$ cat src/rtl/muldiv_issue_ctrl.sv
// EX-stage sequencer for the iterative mul_div unit: launches ops, resolves divide special cases
// locally, drains flushed ops and enforces a watchdog. Op encoding: MUL..MULHU = 0..3, DIV..REMU = 4..7.
module muldiv_issue_ctrl #(
    parameter int XLEN_WIDTH  = 32,
    parameter int TIMEOUT     = 64,
    parameter bit SHORTCUT_EN = 1'b1
) (
    input  logic                  clk,
    input  logic                  reset_n,
    input  logic                  req_valid,
    input  logic [3:0]            req_op,
    input  logic [XLEN_WIDTH-1:0] req_a,
    input  logic [XLEN_WIDTH-1:0] req_b,
    input  logic                  flush,
    output logic                  stall_o,
    output logic                  resp_valid,
    output logic [XLEN_WIDTH-1:0] resp_result,
    output logic                  md_start,
    output logic [3:0]            md_operation,
    output logic [XLEN_WIDTH-1:0] md_operand1,
    output logic [XLEN_WIDTH-1:0] md_operand2,
    input  logic [XLEN_WIDTH-1:0] md_result,
    input  logic                  md_ready,
    output logic                  err_timeout
);
    localparam logic [3:0] OP_DIV  = 4'd4;
    localparam logic [3:0] OP_DIVU = 4'd5;
    localparam logic [3:0] OP_REM  = 4'd6;
    localparam logic [3:0] OP_REMU = 4'd7;
    localparam int CNT_W = $clog2(TIMEOUT + 1);
    localparam logic [XLEN_WIDTH-1:0] INT_MIN = {1'b1, {(XLEN_WIDTH-1){1'b0}}};

    typedef enum logic [1:0] {S_IDLE, S_BUSY, S_DONE, S_DRAIN} state_t;

    state_t                  state_q, state_d;
    logic [XLEN_WIDTH-1:0]   result_q, result_d;
    logic [CNT_W-1:0]        cnt_q, cnt_d;
    logic                    md_start_q, md_start_d;
    logic [3:0]              md_op_q, md_op_d;
    logic [XLEN_WIDTH-1:0]   md_a_q, md_a_d;
    logic [XLEN_WIDTH-1:0]   md_b_q, md_b_d;
    logic                    err_q, err_d;

    logic is_div, is_rem, div_zero, div_ovf, ready_seen, expired;

    always_comb begin
        is_div   = (req_op == OP_DIV) || (req_op == OP_DIVU) || (req_op == OP_REM) || (req_op == OP_REMU);
        is_rem   = (req_op == OP_REM) || (req_op == OP_REMU);
        div_zero = SHORTCUT_EN && is_div && (req_b == '0);
        div_ovf  = SHORTCUT_EN && ((req_op == OP_DIV) || (req_op == OP_REM))
                   && (req_a == INT_MIN) && (req_b == '1);
        // md_ready in the start cycle belongs to whatever mul_div was doing before the launch
        ready_seen = md_ready && !md_start_q;
        expired    = (cnt_q >= CNT_W'(TIMEOUT - 1));
    end

    always_comb begin
        state_d    = state_q;
        result_d   = result_q;
        cnt_d      = cnt_q;
        md_start_d = 1'b0;
        md_op_d    = md_op_q;
        md_a_d     = md_a_q;
        md_b_d     = md_b_q;
        err_d      = err_q;
        case (state_q)
            S_IDLE: begin
                if (req_valid && !flush) begin
                    if (div_zero) begin
                        result_d = is_rem ? req_a : '1;
                        state_d  = S_DONE;
                    end else if (div_ovf) begin
                        result_d = is_rem ? '0 : INT_MIN;
                        state_d  = S_DONE;
                    end else begin
                        md_op_d    = req_op;
                        md_a_d     = req_a;
                        md_b_d     = req_b;
                        md_start_d = 1'b1;
                        cnt_d      = '0;
                        state_d    = S_BUSY;
                    end
                end
            end
            S_BUSY: begin
                cnt_d = cnt_q + 1'b1;
                if (ready_seen) begin
                    result_d = md_result;
                    state_d  = S_DONE;
                end else if (flush) begin
                    state_d = S_DRAIN;
                end else if (expired) begin
                    err_d    = 1'b1;
                    result_d = '0;
                    state_d  = S_DONE;
                end
            end
            S_DRAIN: begin
                // mul_div cannot abort, so the flushed op's result is swallowed here
                cnt_d = cnt_q + 1'b1;
                if (ready_seen) begin
                    state_d = S_IDLE;
                end else if (expired) begin
                    err_d   = 1'b1;
                    state_d = S_IDLE;
                end
            end
            S_DONE: begin
                state_d = S_IDLE;
            end
            default: state_d = S_IDLE;
        endcase
    end

    always_ff @(posedge clk) begin
        if (!reset_n) begin
            state_q    <= S_IDLE;
            result_q   <= '0;
            cnt_q      <= '0;
            md_start_q <= 1'b0;
            md_op_q    <= '0;
            md_a_q     <= '0;
            md_b_q     <= '0;
            err_q      <= 1'b0;
        end else begin
            state_q    <= state_d;
            result_q   <= result_d;
            cnt_q      <= cnt_d;
            md_start_q <= md_start_d;
            md_op_q    <= md_op_d;
            md_a_q     <= md_a_d;
            md_b_q     <= md_b_d;
            err_q      <= err_d;
        end
    end

    assign stall_o      = req_valid && (state_q != S_DONE) && !flush;
    assign resp_valid   = (state_q == S_DONE) && !flush;
    assign resp_result  = result_q;
    assign md_start     = md_start_q;
    assign md_operation = md_op_q;
    assign md_operand1  = md_a_q;
    assign md_operand2  = md_b_q;
    assign err_timeout  = err_q;
endmodule
$ cat config.mk
export PLATFORM = sky130hd
export DESIGN_NAME = muldiv_issue_ctrl
export DESIGN_NICKNAME = d
export VERILOG_FILES = /design/src/rtl/muldiv_issue_ctrl.sv
export SDC_FILE = /design/constraint.sdc
export NUM_CORES = 1
export LEC_CHECK = 0
export BUFFER_PORTS_ARGS = -buffer_cell sky130_fd_sc_hd__buf_4
export CAP_MARGIN = 0
export CELL_PAD_IN_SITES_DETAIL_PLACEMENT = 0
export CELL_PAD_IN_SITES_GLOBAL_PLACEMENT = 1
export CORE_MARGIN = 2
export CORE_UTILIZATION = 34
export CTS_CLUSTER_SIZE = 16
export DETAILED_ROUTE_END_ITERATION = 10
export GPL_ROUTABILITY_DRIVEN = 0
export GPL_TIMING_DRIVEN = 0
export PLACE_DENSITY_LB_ADDON = 0.1
export SYNTH_ARGS = -nofsm -noshare
export SYNTH_HDL_FRONTEND = slang
export SYNTH_SLANG_ARGS = --single-unit
$ cat constraint.sdc
create_clock -name clk -period 2.8 [get_ports clk]
set_input_delay 0.56 -clock clk [delete_from_list [all_inputs] [get_ports clk]]
set_output_delay 0.56 -clock clk [all_outputs]
set_load 0.02 [all_outputs]
### Yosys cells after proc, flatten, opt, wreduce, memory -nomap -nowiden

Cells that the tools add are included.

* order comparisons: 1
* multiplexer cells: 28
* div/mod/pow operators: 0
* multipliers: 0
* add/subtract/negate cells: 1
* reduce and logical (&&, ||, !) cells: 27
* equal/unequal tests: 21
* shift-type cells: 0
* bitwise logic cells: 5

Operator list (number)
* two-way mux 32 bit: 8
* == test 32 bit, second input constant: 2
* case mux 32 bit (2 select lines): 1
* logical NOT 32 bit: 1
* two-way mux 7 bit: 3
* == test 4 x 3 -> 1 bit, second input constant: 4
* two-way mux 2 bit: 8
* != test 2 bit, second input constant: 7
* case mux 7 bit (2 select lines): 1
* != test 3 bit, second input constant: 4
* AND reduction 4 bit: 3
* logical AND 1 bit: 8
* case mux 2 bit (4 select lines): 1
* adder 7 x 1 -> 7 bit, second input constant: 1
* >= comparator 7 x 6 -> 1 bit, second input constant: 1
* nonzero test 2 bit: 3
* logical OR 1 bit: 5
* two-way mux 1 bit: 5
* inverter 1 bit: 5
* AND reduction 5 bit: 1
* == test 2 bit, second input constant: 2
* != test 4 bit, second input constant: 1
* OR reduction 4 bit: 1
* AND reduction 3 bit: 1
* 5 further kinds: 6

* output and inout bits: 104
* bits in read-only memories: 0
* latch bits: 0
* RAM bits: 0
* memories: 0
* flip-flop bits (word level): 111

### Longest topological paths before layout

* depth in word-level cells: 8
* depth in mapped cells: 9

### Least setup slack after synthesis

No wires, ideal clock.

* path type: input -> register
* start: input port req_op[0]
* end: register md_b_q[13], in the netlist md_operand2[13]
* path slack: 232 ps
* path buffers: 3
* data arrival time: 2441 ps
* stages on the path: 9
* cell sequence: nand4b_1 -> or4_1 -> or4_1 -> buf_2 -> o21ai_1 -> buf_2 -> buf_4 -> mux2i_1 -> nor2_1

* cells in the longest elaborated chain, start to end: 7
* elaborated cells between the ends (all ways): 14
* those cells by class: eq/ne: 4; bitwise: 2; reduce/logical: 8

Ends and longest elaborated chain
* start: declaration: line 11 `input logic [3:0] req_op,`
* == test 4 x 3 -> 1 bit (on tied branches): line 47, 50
* logical OR 1 bit (3 in a row): line 47 `is_div = (req_op == OP_DIV) || (req_op == OP_DIVU) || (req_op == OP_REM) || (req_op == OP_REMU);`
* logical AND 1 bit: line 49 `div_zero = SHORTCUT_EN && is_div && (req_b == '0);`
* inverter 1 bit (no line)
* AND reduction 4 bit (no line) (*)
* end signal: assignment: line 132 `md_b_q <= md_b_d;`
* end: declaration: line 41 `logic [XLEN_WIDTH-1:0] md_b_q, md_b_d;`

Mark *: on every way between the ends. The rest lies on a longest branch, timed or not.
A chain may end at the register's enable or synchronous reset.

### Worst setup path in the final report

* start: input port req_op[0]
* end: register md_a_q[24], in the netlist md_operand1[24]

* cells in the longest elaborated chain, start to end: 7
* elaborated cells between the ends (all ways): 14
* those cells by class: eq/ne: 4; bitwise: 2; reduce/logical: 8

Ends and longest elaborated chain
* == test 4 x 3 -> 1 bit (on tied branches): line 47, 50
* logical OR 1 bit (3 in a row): line 47
* logical AND 1 bit: line 49
* inverter 1 bit (no line)
* AND reduction 4 bit (no line) (*)
* end signal: assignment: line 131 `md_a_q <= md_a_d;`
* end: declaration: line 40 `logic [XLEN_WIDTH-1:0] md_a_q, md_a_d;`

Marked as above.

==> run summary <==
Status: complete, no violations
Synth Area in Compound Gates: 16.35%
Clock power frac: 32.3%
Setup violators final: 0
Routed WL: 17.05 mm
Mux cell area share after synthesis: 14.33%
First-pass GRT wire length: 25.41 mm
EDFF count, synth: 0
Dominant cells by area after synthesis: dfxtp_1 (45%), mux2i_1 (14%), nor2_1 (11%)
Resize count post-CTS: 0
Leakage power: 3.340 nW
1st-pass router iterations: 5
Max-Cap Viols: 0
Share of synthesized cell area in full adder, half adder and majority cells: 0.2559%
Placed Instances: 947
Global-route usage over all layers: 21.83%
Crit. End Element: flop
Mapped Avg Cell Area: 8.747 um2
Largest area contributor in the netlist: dfxtp_1
Sw Share: 31.29%
Slowest stage delay, CP: 0.55 ns
Hpwl dp: 13.62 mm
CTS Hold Bufs: 0
Worst-path fanout max: 10
Startpoint types: input pin
Vias in the first global route: 4,606
Net switching power figure: 1.409 mW
Layout Utilization: 50.20%
Post-synth top area share: 45.45%
Mapped Cells: 559
Largest family of logic cells by synthesized area: simple AND/OR/NAND/NOR gates
Fraction of registers with async set/reset: 0%
Hold slack final: 0.4520 ns
Area grow syn2layout: 43.60%
Synth warnings: 0
CTS Buffer Depth: 2
Min-Delay Path Depth: 3
Per-cell routed wire length: 17.71 um
Final Cycle Share: 94.89%
Initial Util: 34.96%
Die height: 123.9 um
Slowest library cell on the worst path: or4_1
DRC viols: 0
Antenna cells: 0
Sequential power share: 40.1%
Clock tree sinks: 111
Final max-slew violation count: 0
WP data arrival: 2.88 ns
CP required: 3.02 ns
Tightest Pin Transition: 0.6430 ns
XOR/XNOR Fraction of Synth Area: 0.1791%
Clk root buf: clkbuf_16
Worst slew margin: 56.87%
Htree depth: 3
Core outline area: 13,990 um2
Placement-stage cell area: 6676 um2
Register area share after synthesis: 45.45%
Crit Path Category: input pin to flop
Vias per cell: 5.070
Die footprint: 15,360 um2
Clock-pin slew on the worst setup and hold paths: 0.08 ns
Filler cells: 1,409
Setup repair bufs after CTS: 0
#FFs+latches synth: 111
Hold Vio Cnt, Final: 0
Die X: 123.9 um
P per Cell Area: 641.4 nW/um2
Via count: 4,882
Simple-gate share of the synthesized area: 18.63%
Worst R2R Path Depth: 9
Worst-skew pair later-pin latency: 0.35 ns
TritonCTS Buffers: 9
IO Pins: 209
Initial antenna violation count: 0
Drt initial violations: 323
Int Power: 3.095 mW
IO buf count: 208
Distinct cells, synth: 42
Hold Path Class: input pin to flop
Cell Area, Synth: 4890 um2
Routed Antenna Nets: 0
Pin count of the biggest net entering global routing: 19
Max frequency: 0.3764 GHz
Non-filler cells in the finished layout: 963
Nets: 884
Post-route cell area: 7022 um2
Synthesized net count: 665
Final min period: 2.657 ns
GR Overflow Total: 0
Peak supply drop: 0.2880 mV
TritonCTS clock tree: built
Logic pwr share: 27.6%
Std cell rows: 43
Final Skew: 0.004737 ns
CP Cell Sequence: buf_4, nand4b_1, or4_1, or4_1, buf_2, o21ai_1, clkbuf_4, buf_4, mux2i_1, nor2_1
Layout cell share with drive strength beyond 1: 31.03%
Setup TNS: 0 ns
Main synth FF type: dfxtp_1
RSZ-0062 raised after global routing: no
-- final timing paths --
path	slack, ns	endpoint	startpoint
worst max-delay path	0.14	md_operand1[24]$_SDFFE_PN0P_	req_op[0]
worst min-delay path	0.45	md_operation[0]$_SDFFE_PN0P_	req_op[0]
worst max register to register	0.27	resp_result[1]$_SDFFE_PN0P_	cnt_q[1]$_SDFFE_PN0P_
worst min register to register	0.48	err_timeout$_SDFFE_PN0P_	err_timeout$_SDFFE_PN0P_
-- final cells by class --
cell class / instances / area [um2] / share of cell area (%)
clock inverter: 5 / 86.33 / 1.230
buffer: 43 / 226.5 / 3.225
tap: 180 / 225.2 / 3.207
multi-input combinational: 401 / 2432 / 34.64
inverter: 4 / 15.01 / 0.2138
sequential: 111 / 2222 / 31.65
timing repair buffer: 208 / 1562 / 22.24
clock buffer: 11 / 252.7 / 3.599
-- through the flow --
stage / power [mW] / worst slack [ns]
after CTS: 4.525 / 0.1096
after floorplan: 2.557 / 0.2319
final: 4.504 / 0.1432
after global routing: 4.707 / 0.02997
after detailed placement: 3.080 / -0.2622
after global placement: 3.065 / -0.2259
-- worst max-delay path: cells and delay by family --
| family | cells | cell delay (ns) |
|---|---|---|
| mux | 1 | 0.21 |
| compound gates | 1 | 0.13 |
| simple gates | 4 | 1.19 |
| buf+inv | 4 | 0.78 |
-- sequential cells by signal, summed over array words and instances, names as in the netlist --
name,flops
md_operand1,32
md_operand2,32
resp_result,32
cnt_q,7
md_operation,4
state_q,2
err_timeout,1
md_start,1
-- layout by cell type (no fill, tap or decap), types with 4 or more instances in the layout --
cell type and n:
clkbuf_16 9, nand4_1 9, o21ai_0 5, mux2i_1 70, nor2_1 143, nor3_1 5
dfxtp_1 111, nor4_1 13, a311oi_1 31, buf_6 5, buf_4 213, a21oi_1 70
buf_2 4, nand2_1 10, clkbuf_1 28, nand3_1 8
-- routing by layer --
metal  part of all wire (%)  global-route usage, %  vias up
li1                       -                      -     2439
met4                    1.7                  6.882        0
met2                     42                  31.28      175
met5                      0                      0        -
met1                     49                  32.28     2248
met3                    7.3                  4.991       20
-- cells in the mapped netlist (all sizes together), types with 2 or more instances --
master / count
nor2: 143
dfxtp: 111
a21oi: 70
mux2i: 70
a311oi: 31
clkbuf: 28
buf: 15
nor4: 13
nand2: 10
nand4: 9
nand3: 8
o21ai: 6
nor3: 5
a21o: 3
inv: 3
nand2b: 3
or4: 3
a31oi: 2
and3: 2
nand3b: 2
o21a: 2
o21ba: 2
or3: 2
-- power by group through the flow --
stage	registers, mW	logic, mW	clock network (mW)
2_1_floorplan	1.99	0.565	0
3_3_place_gp	1.84	1.23	0
3_5_place_dp	1.84	1.24	0
4_1_cts	1.81	1.24	1.48
5_1_grt	1.82	1.34	1.54
6_report	1.81	1.24	1.46
-- kinds of logic (layout without fill, tap and decap cells) --
| kind of cell | count (synthesis) | in the layout |
|---|---|---|
| AO/OA/AOI/OAI | 123 | 123 |
| XOR/XNOR | 1 | 1 |
| adder cells (fa/ha/maj) | 1 | 1 |
| buffers and inverters | 47 | 271 |
| flip-flops | 111 | 111 |
| multiplexers | 70 | 70 |
| AND/OR/NAND/NOR | 206 | 206 |
No activity file was read; power rests on OpenSTA's default activity.
